--- config.mk ---
export PLATFORM = sky130hd
export DESIGN_NAME = dmem_access_ctrl
export DESIGN_NICKNAME = d
export VERILOG_FILES = /design/src/rtl/dmem_access_ctrl_pkg.sv /design/src/rtl/dmem_access_ctrl_timeout_cnt.sv /design/src/rtl/dmem_access_ctrl.sv
export SDC_FILE = /design/constraint.sdc
export NUM_CORES = 1
export LEC_CHECK = 0
export CAP_MARGIN = 10
export CORE_ASPECT_RATIO = 0.5
export CORE_MARGIN = 4
export CORE_UTILIZATION = 43
export DETAILED_ROUTE_END_ITERATION = 16
export PLACE_DENSITY = 0.87
export SLEW_MARGIN = 20
export SYNTH_ARGS = -nofsm -noshare
export SYNTH_HDL_FRONTEND = slang
export SYNTH_HIERARCHICAL = 1
export SYNTH_SLANG_ARGS = --single-unit
--- constraint.sdc ---
create_clock -name clk -period 4.8 [get_ports clk]
set_input_delay 1.2 -clock clk [delete_from_list [all_inputs] [get_ports clk]]
set_output_delay 1.2 -clock clk [all_outputs]
set_load 0.02 [all_outputs]
--- src/rtl/dmem_access_ctrl_pkg.sv ---
// ---------------------------------------------------------------------------
// dmem_access_ctrl_pkg
// Shared types and defaults for the data-memory access controller:
//   - default word width and ack timeout
//   - FSM state encoding (2 bits: IDLE/REQ/DONE/ERR)
//   - byte-offset width used to form word addresses
// ---------------------------------------------------------------------------
package dmem_access_ctrl_pkg;

    localparam int unsigned WORD_W_DEF      = 64;
    localparam int unsigned TIMEOUT_CYC_DEF = 15;

    // Byte address -> word address shift (8-byte words).
    localparam int unsigned BYTE_OFF_W = 3;

    typedef enum logic [1:0] {
        ST_IDLE = 2'b00,
        ST_REQ  = 2'b01,
        ST_DONE = 2'b10,
        ST_ERR  = 2'b11
    } dmc_state_e;

endpackage

--- src/rtl/dmem_access_ctrl_timeout_cnt.sv ---
// ---------------------------------------------------------------------------
// dmc_timeout_cnt
// Wait counter for an outstanding memory request. Cleared when a request is
// launched, counts once per enabled cycle, saturates instead of wrapping, and
// flags expiry on the last permitted wait cycle.
// Ports:
//   clk     in  clock, rising edge
//   reset   in  synchronous, active-high
//   clear   in  zero the count (takes priority over enable)
//   enable  in  count this cycle (request outstanding)
//   expire  out enable && count == TIMEOUT_CYC-1
// ---------------------------------------------------------------------------
module dmc_timeout_cnt #(
    parameter int unsigned TIMEOUT_CYC = 15
) (
    input  logic clk,
    input  logic reset,
    input  logic clear,
    input  logic enable,
    output logic expire
);

    localparam int unsigned CNT_W = $clog2(TIMEOUT_CYC + 1);
    localparam logic [CNT_W-1:0] CNT_MAX  = CNT_W'(TIMEOUT_CYC);
    localparam logic [CNT_W-1:0] CNT_LAST = CNT_W'(TIMEOUT_CYC - 1);

    logic [CNT_W-1:0] cnt_q;
    logic [CNT_W-1:0] cnt_d;

    // NOTE: every always_comb output gets a default first so no path leaves it
    // unassigned, which would otherwise infer a latch.
    always_comb begin
        cnt_d = cnt_q;
        if (clear) begin
            cnt_d = '0;
        end else if (enable && (cnt_q != CNT_MAX)) begin
            cnt_d = cnt_q + 1'b1;
        end
    end

    // NOTE: sequential state uses non-blocking assignments so all flops update
    // from pre-edge values, independent of process ordering.
    always_ff @(posedge clk) begin
        if (reset) begin
            cnt_q <= '0;
        end else begin
            cnt_q <= cnt_d;
        end
    end

    assign expire = enable && (cnt_q == CNT_LAST);

endmodule

--- src/rtl/dmem_access_ctrl.sv ---
// ---------------------------------------------------------------------------
// dmem_access_ctrl
// Initiator side of the data-memory interface between the MEM stage and a
// multi-cycle data memory. Turns single-cycle mem_read/mem_write strobes into a
// dm_req/dm_ack handshake, stalls the pipeline while an access is outstanding,
// returns load data with a one-cycle valid pulse and raises a sticky error on
// timeout, stray ack, simultaneous read+write, or (optionally) misalignment.
//
// Optional feature: define MEM_ALIGN_CHECK_EN to reject requests whose byte
// address is not 8-byte aligned (no dm_req, straight to the error state).
//
// Ports:
//   clk, reset           clock (rising) / synchronous active-high reset
//   mem_read, mem_write  request strobes from MEM stage (held while stalled)
//   mem_address          byte address
//   mem_write_data       store data
//   stall                freeze PC and pipeline registers
//   load_data/load_valid captured load result / 1-cycle update pulse
//   err                  sticky error flag
//   dm_req/dm_we         memory request / write-not-read
//   dm_addr/dm_wdata     word address (mem_address>>3) / store data
//   dm_ack/dm_rdata      memory completion / read data
// ---------------------------------------------------------------------------
module dmem_access_ctrl
    import dmem_access_ctrl_pkg::*;
#(
    parameter int unsigned WORD_W      = WORD_W_DEF,
    parameter int unsigned TIMEOUT_CYC = TIMEOUT_CYC_DEF
) (
    input  logic              clk,
    input  logic              reset,
    input  logic              mem_read,
    input  logic              mem_write,
    input  logic [WORD_W-1:0] mem_address,
    input  logic [WORD_W-1:0] mem_write_data,
    output logic              stall,
    output logic [WORD_W-1:0] load_data,
    output logic              load_valid,
    output logic              err,
    output logic              dm_req,
    output logic              dm_we,
    output logic [WORD_W-1:0] dm_addr,
    output logic [WORD_W-1:0] dm_wdata,
    input  logic              dm_ack,
    input  logic [WORD_W-1:0] dm_rdata
);

    dmc_state_e        state_q,      state_d;
    logic [WORD_W-1:0] dm_addr_q,    dm_addr_d;
    logic [WORD_W-1:0] dm_wdata_q,   dm_wdata_d;
    logic              dm_we_q,      dm_we_d;
    logic [WORD_W-1:0] load_data_q,  load_data_d;
    logic              load_valid_q, load_valid_d;
    logic              err_q,        err_d;
    // Read and write were both asserted: the write is issued and the error is
    // reported once it completes.
    logic              dual_q,       dual_d;

    logic req_in;
    logic misaligned;
    logic cnt_clear;
    logic cnt_en;
    logic cnt_expire;

    assign req_in = mem_read | mem_write;

`ifdef MEM_ALIGN_CHECK_EN
    assign misaligned = (mem_address[BYTE_OFF_W-1:0] != '0);
`else
    assign misaligned = 1'b0;
`endif

    // Counter is zeroed on the edge that enters REQ, so it reads 0 in the
    // first dm_req cycle and expires in cycle TIMEOUT_CYC.
    assign cnt_clear = (state_q == ST_IDLE) && req_in && !misaligned;
    assign cnt_en    = (state_q == ST_REQ);

    dmc_timeout_cnt #(
        .TIMEOUT_CYC (TIMEOUT_CYC)
    ) u_timeout_cnt (
        .clk    (clk),
        .reset  (reset),
        .clear  (cnt_clear),
        .enable (cnt_en),
        .expire (cnt_expire)
    );

    always_comb begin
        state_d      = state_q;
        dm_addr_d    = dm_addr_q;
        dm_wdata_d   = dm_wdata_q;
        dm_we_d      = dm_we_q;
        load_data_d  = load_data_q;
        load_valid_d = 1'b0;
        err_d        = err_q;
        dual_d       = dual_q;
        stall        = 1'b0;
        dm_req       = 1'b0;

        unique case (state_q)
            ST_IDLE: begin
                if (req_in) begin
                    if (misaligned) begin
                        err_d   = 1'b1;
                        state_d = ST_ERR;
                    end else begin
                        // Combinational stall: the pipeline freezes in the
                        // same cycle the request is seen.
                        stall      = 1'b1;
                        dm_addr_d  = mem_address >> BYTE_OFF_W;
                        dm_wdata_d = mem_write_data;
                        dm_we_d    = mem_write;
                        dual_d     = mem_read & mem_write;
                        state_d    = ST_REQ;
                    end
                end
            end

            ST_REQ: begin
                stall  = 1'b1;
                dm_req = 1'b1;
                if (dm_ack) begin
                    if (!dm_we_q) begin
                        load_data_d  = dm_rdata;
                        load_valid_d = 1'b1;
                    end
                    if (dual_q) begin
                        err_d = 1'b1;
                    end
                    state_d = ST_DONE;
                end else if (cnt_expire) begin
                    err_d   = 1'b1;
                    state_d = ST_ERR;
                end
            end

            // One unstalled cycle lets the pipeline advance past the
            // instruction that is still on mem_read/mem_write, so it never
            // retriggers.
            ST_DONE: begin
                state_d = ST_IDLE;
            end

            // Terminal until reset; late acks and new requests are ignored.
            ST_ERR: begin
                err_d = 1'b1;
            end

            default: begin
                state_d = ST_IDLE;
            end
        endcase

        // An ack with no outstanding request is a protocol violation.
        if (dm_ack && (state_q != ST_REQ)) begin
            err_d = 1'b1;
        end
    end

    always_ff @(posedge clk) begin
        if (reset) begin
            state_q      <= ST_IDLE;
            dm_addr_q    <= '0;
            dm_wdata_q   <= '0;
            dm_we_q      <= 1'b0;
            load_data_q  <= '0;
            load_valid_q <= 1'b0;
            err_q        <= 1'b0;
            dual_q       <= 1'b0;
        end else begin
            state_q      <= state_d;
            dm_addr_q    <= dm_addr_d;
            dm_wdata_q   <= dm_wdata_d;
            dm_we_q      <= dm_we_d;
            load_data_q  <= load_data_d;
            load_valid_q <= load_valid_d;
            err_q        <= err_d;
            dual_q       <= dual_d;
        end
    end

    assign dm_addr    = dm_addr_q;
    assign dm_wdata   = dm_wdata_q;
    assign dm_we      = dm_we_q;
    assign load_data  = load_data_q;
    assign load_valid = load_valid_q;
    assign err        = err_q;

endmodule

# Word level (Yosys, flattened, before mapping)
# Index checks and enable logic that the tools add are counted.
# classes
add_sub_neg,1
n_eq_ne,10
mux,13
bitwise,5
reduce_logical,13
# op_table
cell,n
"!= test 4 bit, second input constant",3
AND reduction 3 bit,3
2-to-1 mux 1 bit,7
2-to-1 mux 2 bit,3
case mux 2 bit (3 select lines),1
nonzero test 3 bit,2
"adder 4 x 1 -> 4 bit, second input constant",1
"== test 2 bit, second input constant",2
"== test 4 bit, second input constant",1
logical AND 1 bit,4
case mux 1 bit (2 select lines),2
"!= test 3 bit, second input constant",1
NOT 1 bit,3
OR reduction 3 bit,1
"== test 2 x 1 -> 1 bit, second input constant",1
logical NOT 2 bit,1
"!= test 2 x 1 -> 1 bit, second input constant",1
"!= test 2 bit, second input constant",1
AND reduction 2 bit,1
OR reduction 2 bit,1
AND 1 bit,1
OR 1 bit,1
# word_totals
ff_bits,199
input_bits,197
elab_cells,51

# Longest topological paths before layout
# logic_depth
ltp_word,6
depth_mapped,8

# Cells and area by module
# The synthesis kept the hierarchy.
# by_module_without_submodules
module,instances,cells_per_inst,area_each_um2,seq_area_each_um2
dmem_access_ctrl,1,885,7245.7,3903.7
dmc_timeout_cnt,1,22,216.5,80.1

# Worst setup path after synthesis
# Ideal clock, no wire load.
# synth_path
path_type,input to output
startpoint,in mem_write
endpoint,out stall
arrival_time_ps,2016
required_ps,3600
slack_ps,1584
stages,6
n_path_buf,3
path_cell_list,or2_1 -> buf_4 -> buf_6 -> buf_4 -> nor2_1 -> nor2_1
# synth_between
elab_chain_cells,3
# synth_lines
item,line_no,text
start: declaration,dmem_access_ctrl.sv:33,"input logic mem_write,"
OR 1 bit,dmem_access_ctrl.sv:65,assign req_in = mem_read | mem_write;
2-to-1 mux 1 bit,dmem_access_ctrl.sv:102,if (req_in) begin
case mux 1 bit (2 select lines),dmem_access_ctrl.sv:100,unique case (state_q)
end: declaration,dmem_access_ctrl.sv:36,"output logic stall,"
# Every way passes these cells.

# Final worst setup path
# Same ends and word-level chain as after synthesis.

==> impl_metrics.prom <==
# TYPE chip_impl_metric gauge
chip_impl_metric{name="drt-vias-per-instance",unit=""} 5.316
chip_impl_info{name="path_class",value="in2out"} 1
chip_impl_metric{name="globalRouteMet2Util",unit=""} 0.4521
chip_impl_metric{name="cts.hold.buffers_added",unit=""} 0
chip_impl_metric{name="power.switching_fraction",unit=""} 0.2866
chip_impl_metric{name="vdd_drop_max",unit="mV"} 0.2479
chip_impl_metric{name="clockPowerShare",unit=""} 0.362
chip_impl_metric{name="synthesis.area",unit="um^2"} 7462
chip_impl_metric{name="grt.overflow.total",unit=""} 0
chip_impl_metric{name="place.gp.congestion",unit=""} 0.8466
chip_impl_metric{name="clk-insertion-delay-late",unit="ns"} 0.43
chip_impl_metric{name="synth.lib_cells_used.distinct",unit=""} 31
chip_impl_metric{name="first_pass_iters",unit=""} 5
chip_impl_metric{name="fp.dieW",unit="um"} 194.3
chip_impl_metric{name="detail_route.wirelength",unit="mm"} 26.47
chip_impl_info{name="rsz0062_at_grt",value="no"} 1
chip_impl_metric{name="initial_utilization",unit=""} 0.4473
chip_impl_metric{name="first_iter_violations",unit=""} 567
chip_impl_metric{name="cp.required",unit="ns"} 3.60
chip_impl_metric{name="net-switching-power",unit="mW"} 1.219
chip_impl_metric{name="via_count",unit=""} 7814
chip_impl_metric{name="synthToLayoutAreaGrowth",unit="%"} 59.07
chip_impl_metric{name="part_of_the_yosys_area_used_for_sequential_elements",unit=""} 0.5339
chip_impl_metric{name="finish.net_count",unit=""} 1429
chip_impl_metric{name="core-area",unit="um^2"} 16680
chip_impl_metric{name="groute.usage.overall",unit=""} 0.2513
chip_impl_metric{name="power_density_over_the_cells",unit="nW/um^2"} 358.3
chip_impl_metric{name="vias_in_the_first_global_route",unit=""} 7465
chip_impl_info{name="tritoncts",value="yes"} 1
chip_impl_info{name="yosysTopAreaCell",value="dfxtp_1"} 1
chip_impl_metric{name="count_of_final_setup_violators",unit=""} 0
chip_impl_metric{name="die_y",unit="um"} 101.2
chip_impl_metric{name="finClkSkew",unit="ns"} 0.007864
chip_impl_metric{name="drt.antenna.violating_nets",unit=""} 0
chip_impl_metric{name="cts-resized-gates",unit=""} 0
chip_impl_metric{name="dieArea",unit="um^2"} 19650
chip_impl_metric{name="timing.final.max_slew_violations",unit=""} 0
chip_impl_metric{name="ios",unit=""} 394
chip_impl_info{name="worst_path_max_delay_cell",value="clkdlybuf4s50_1"} 1
chip_impl_info{name="cts-root-buf",value="clkbuf_16"} 1
chip_impl_metric{name="internal-power",unit="mW"} 3.034
chip_impl_metric{name="numPlacedInstances",unit=""} 1438
chip_impl_metric{name="n_antenna_cell",unit=""} 0
chip_impl_metric{name="routed_wire_length_per_instance",unit="um"} 18.01
chip_impl_metric{name="power.share.sequential",unit=""} 0.429
chip_impl_metric{name="synthesis.instances",unit=""} 907
chip_impl_metric{name="finalSetupTns",unit="ns"} 0
chip_impl_metric{name="grt_pass1_wl",unit="mm"} 40.10
chip_impl_metric{name="post-route-drc-count",unit=""} 0
chip_impl_metric{name="grt_max_degree",unit=""} 138
chip_impl_info{name="status",value="finished clean"} 1
chip_impl_metric{name="clkSlewWorstSetupHoldPaths",unit="ns"} 0.07
chip_impl_metric{name="post-route-period-util",unit=""} 0.8103
chip_impl_metric{name="met1_usage",unit=""} 0.2931
chip_impl_metric{name="cts_max_path_buffers",unit=""} 2
chip_impl_info{name="cp_cell_sequence",value="clkdlybuf4s50_1 > or2_4 > nor2_1 > nor2_1 > clkdlybuf4s50_1"} 1
chip_impl_info{name="min-delay-path-class",value="reg2reg"} 1
chip_impl_metric{name="worst_ep_arrival_time",unit="ns"} 2.69
chip_impl_metric{name="synth-seq-cells",unit=""} 199
chip_impl_info{name="yosys-top-cells-area",value="dfxtp_1 53%, a21oi_1 13%, nand3_1 8.5%"} 1
chip_impl_metric{name="timing.final.hold_violations",unit=""} 0
chip_impl_metric{name="post_synth.cell_area_avg",unit="um^2"} 8.227
chip_impl_metric{name="buffer_ports.inserted",unit=""} 387
chip_impl_metric{name="fmax",unit="MHz"} 257.1
chip_impl_metric{name="clock_sink_total",unit=""} 199
chip_impl_metric{name="max_stage_delay",unit="ns"} 0.64
chip_impl_info{name="crit_family",value="buffers and inverters"} 1
chip_impl_info{name="grt_most_used_layer",value="met2"} 1
chip_impl_metric{name="maxcap_viol_count",unit=""} 0
chip_impl_metric{name="share_comb_of_total_power",unit=""} 0.210
chip_impl_metric{name="row_count",unit=""} 33
chip_impl_info{name="timing.critical_path.to_type",value="output port"} 1
chip_impl_metric{name="cts_setup_buffers",unit=""} 0
chip_impl_metric{name="clock_tree.htree_level_count",unit=""} 4
chip_impl_metric{name="timing.slew.headroom",unit=""} 0.2851
chip_impl_metric{name="critPathMaxFanout",unit=""} 4
chip_impl_metric{name="grt_util_met3",unit=""} 0.06148
chip_impl_metric{name="ys_warn_count",unit=""} 6
chip_impl_metric{name="period_needed",unit="ns"} 3.890
chip_impl_metric{name="holdWs",unit="ns"} 0.4542
chip_impl_metric{name="worst-slew-pin-transition",unit="ns"} 1.072
chip_impl_metric{name="layoutNonFillerInstCount",unit=""} 1470
chip_impl_metric{name="detailedPlacementHpwl",unit="mm"} 18.34
chip_impl_metric{name="cts_buffers",unit=""} 17
chip_impl_metric{name="post_route_cells_drive_above_1_share",unit=""} 0.04103
chip_impl_metric{name="power.static_leakage",unit="nW"} 4.197
chip_impl_info{name="worst_setup_path_start_kind",value="input pin"} 1
chip_impl_metric{name="synth_top_cell_area_share",unit=""} 0.5339
chip_impl_metric{name="critical_path_buf_inv_count",unit=""} 2
chip_impl_metric{name="antenna_violations_before_repair",unit=""} 0
chip_impl_metric{name="layout.filler_cells",unit=""} 1258
## placed cells by master, fill, tap and decap left out, types with 2 or more instances in the layout
| cell type | netlist | layout |
|---|---|---|
| inv_6 | 0 | 2 |
| clkinvlp_4 | 0 | 2 |
| clkbuf_16 | 0 | 17 |
| o21ai_0 | 99 | 99 |
| conb_1 | 1 | 3 |
| or2_4 | 0 | 2 |
| nor2_1 | 5 | 4 |
| bufinv_16 | 0 | 3 |
| clkinv_4 | 0 | 2 |
| nor2_4 | 1 | 2 |
| nor3_1 | 3 | 3 |
| clkdlybuf4s50_1 | 0 | 386 |
| buf_4 | 15 | 8 |
| inv_1 | 5 | 5 |
| nand2_1 | 130 | 130 |
| dfxtp_1 | 199 | 199 |
| a2111oi_1 | 2 | 2 |
| ha_1 | 2 | 2 |
| o21ai_1 | 30 | 30 |
| and4_2 | 2 | 2 |
| a21oi_1 | 194 | 194 |
| inv_8 | 0 | 6 |
| nor4_1 | 2 | 2 |
| nand3_1 | 126 | 126 |
## cell usage after synthesis (all sizes together)
library cell and count:
a2111oi 2, inv 5, ha 2, nor2 6
nor3b 1, buf 59, o21ai 129, and4 2
nor4b 1, a211oi 1, nand4bb 1, and3 1
or2 2, nor4 2, nor2b 1, nor3 3
nand2 130, and4bb 1, nand3 127, a21oi 194
a31o 1, dfxtp 199, clkbuf 35, nand4 1
conb 1
## power groups by stage
stage          combinational (mW)  clock [mW]  sequential, mW
3_5_place_dp                0.890           0            1.86
2_1_floorplan               0.308           0            1.99
3_3_place_gp                0.874           0            1.85
5_1_grt                     0.948        1.63            1.84
6_report                    0.891        1.54            1.82
4_1_cts                     0.895        1.56            1.82
## registers in the layout, indices dropped and copies added (netlist names)
register / count
dual_q: 1
state_q: 2
dm_wdata: 64
dm_we: 1
load_data: 64
u_timeout_cnt/cnt_q: 4
dm_addr: 61
err: 1
load_valid: 1
## worst paths after layout
| path | start | depth (start not counted) | slack [ns] | to |
|---|---|---|---|---|
| setup / recovery | mem_write | 5 | 0.91 | stall |
| hold / removal | load_data[25]$_SDFFE_PP0P_ | 2 | 0.45 | load_data[25]$_SDFFE_PP0P_ |
| setup reg to reg | state_q[0]$_SDFFE_PP0P_ | 4 | 2.51 | dm_addr[25]$_SDFFE_PP0P_ |
| hold reg to reg | load_data[25]$_SDFFE_PP0P_ | 2 | 0.45 | load_data[25]$_SDFFE_PP0P_ |
## worst register-to-register path, cell delays in order (launching register included)
cell and delay [ns]:
dfxtp_1 0.54, or2_4 0.66, buf_4 0.62, o21ai_0 0.22
a21oi_1 0.17
## per-layer routing
layer,routed length (um),part of all wire
met5,0,0
met4,949,0.036
met3,1749,0.066
met2,13510,0.51
met1,10270,0.39
## kinds of logic (layout without fill, tap and decap cells)
family / count (synthesis) / in the layout / share of synthesized area
simple gates: 279 / 279 / 0.1712
flops: 199 / 199 / 0.5339
other cells: 1 / 3 / 0.0005025
fa+ha+maj: 2 / 2 / 0.003353
buf+inv: 99 / 433 / 0.06958
compound gates: 327 / 327 / 0.2215
## stage by stage
stage | setup slack (ns) | util | instance area, um^2 | power (mW)
after global routing | 0.8309 | 0.7116 | 11870 | 4.420
after global placement | 0.9108 | 0.6736 | 11240 | 2.728
after detailed placement | 0.8781 | 0.6736 | 11240 | 2.751
after floorplan | 1.584 | - | 7470 | 2.300
after CTS | 0.9133 | 0.7116 | 11870 | 4.283
final | 0.9104 | 0.7116 | 11870 | 4.253
## cell type report
type | instances | area (um^2) | share of cell area
flip-flops and latches | 199 | 3984 | 0.3356
clock inverters | 15 | 207.7 | 0.01750
repair buffers | 396 | 3955 | 0.3332
well taps | 227 | 284.0 | 0.02393
multi-input cells | 611 | 2995 | 0.2523
inverters | 5 | 18.77 | 0.001581
clock buffers | 17 | 425.4 | 0.03584
(Power assumes the default switching activity.)
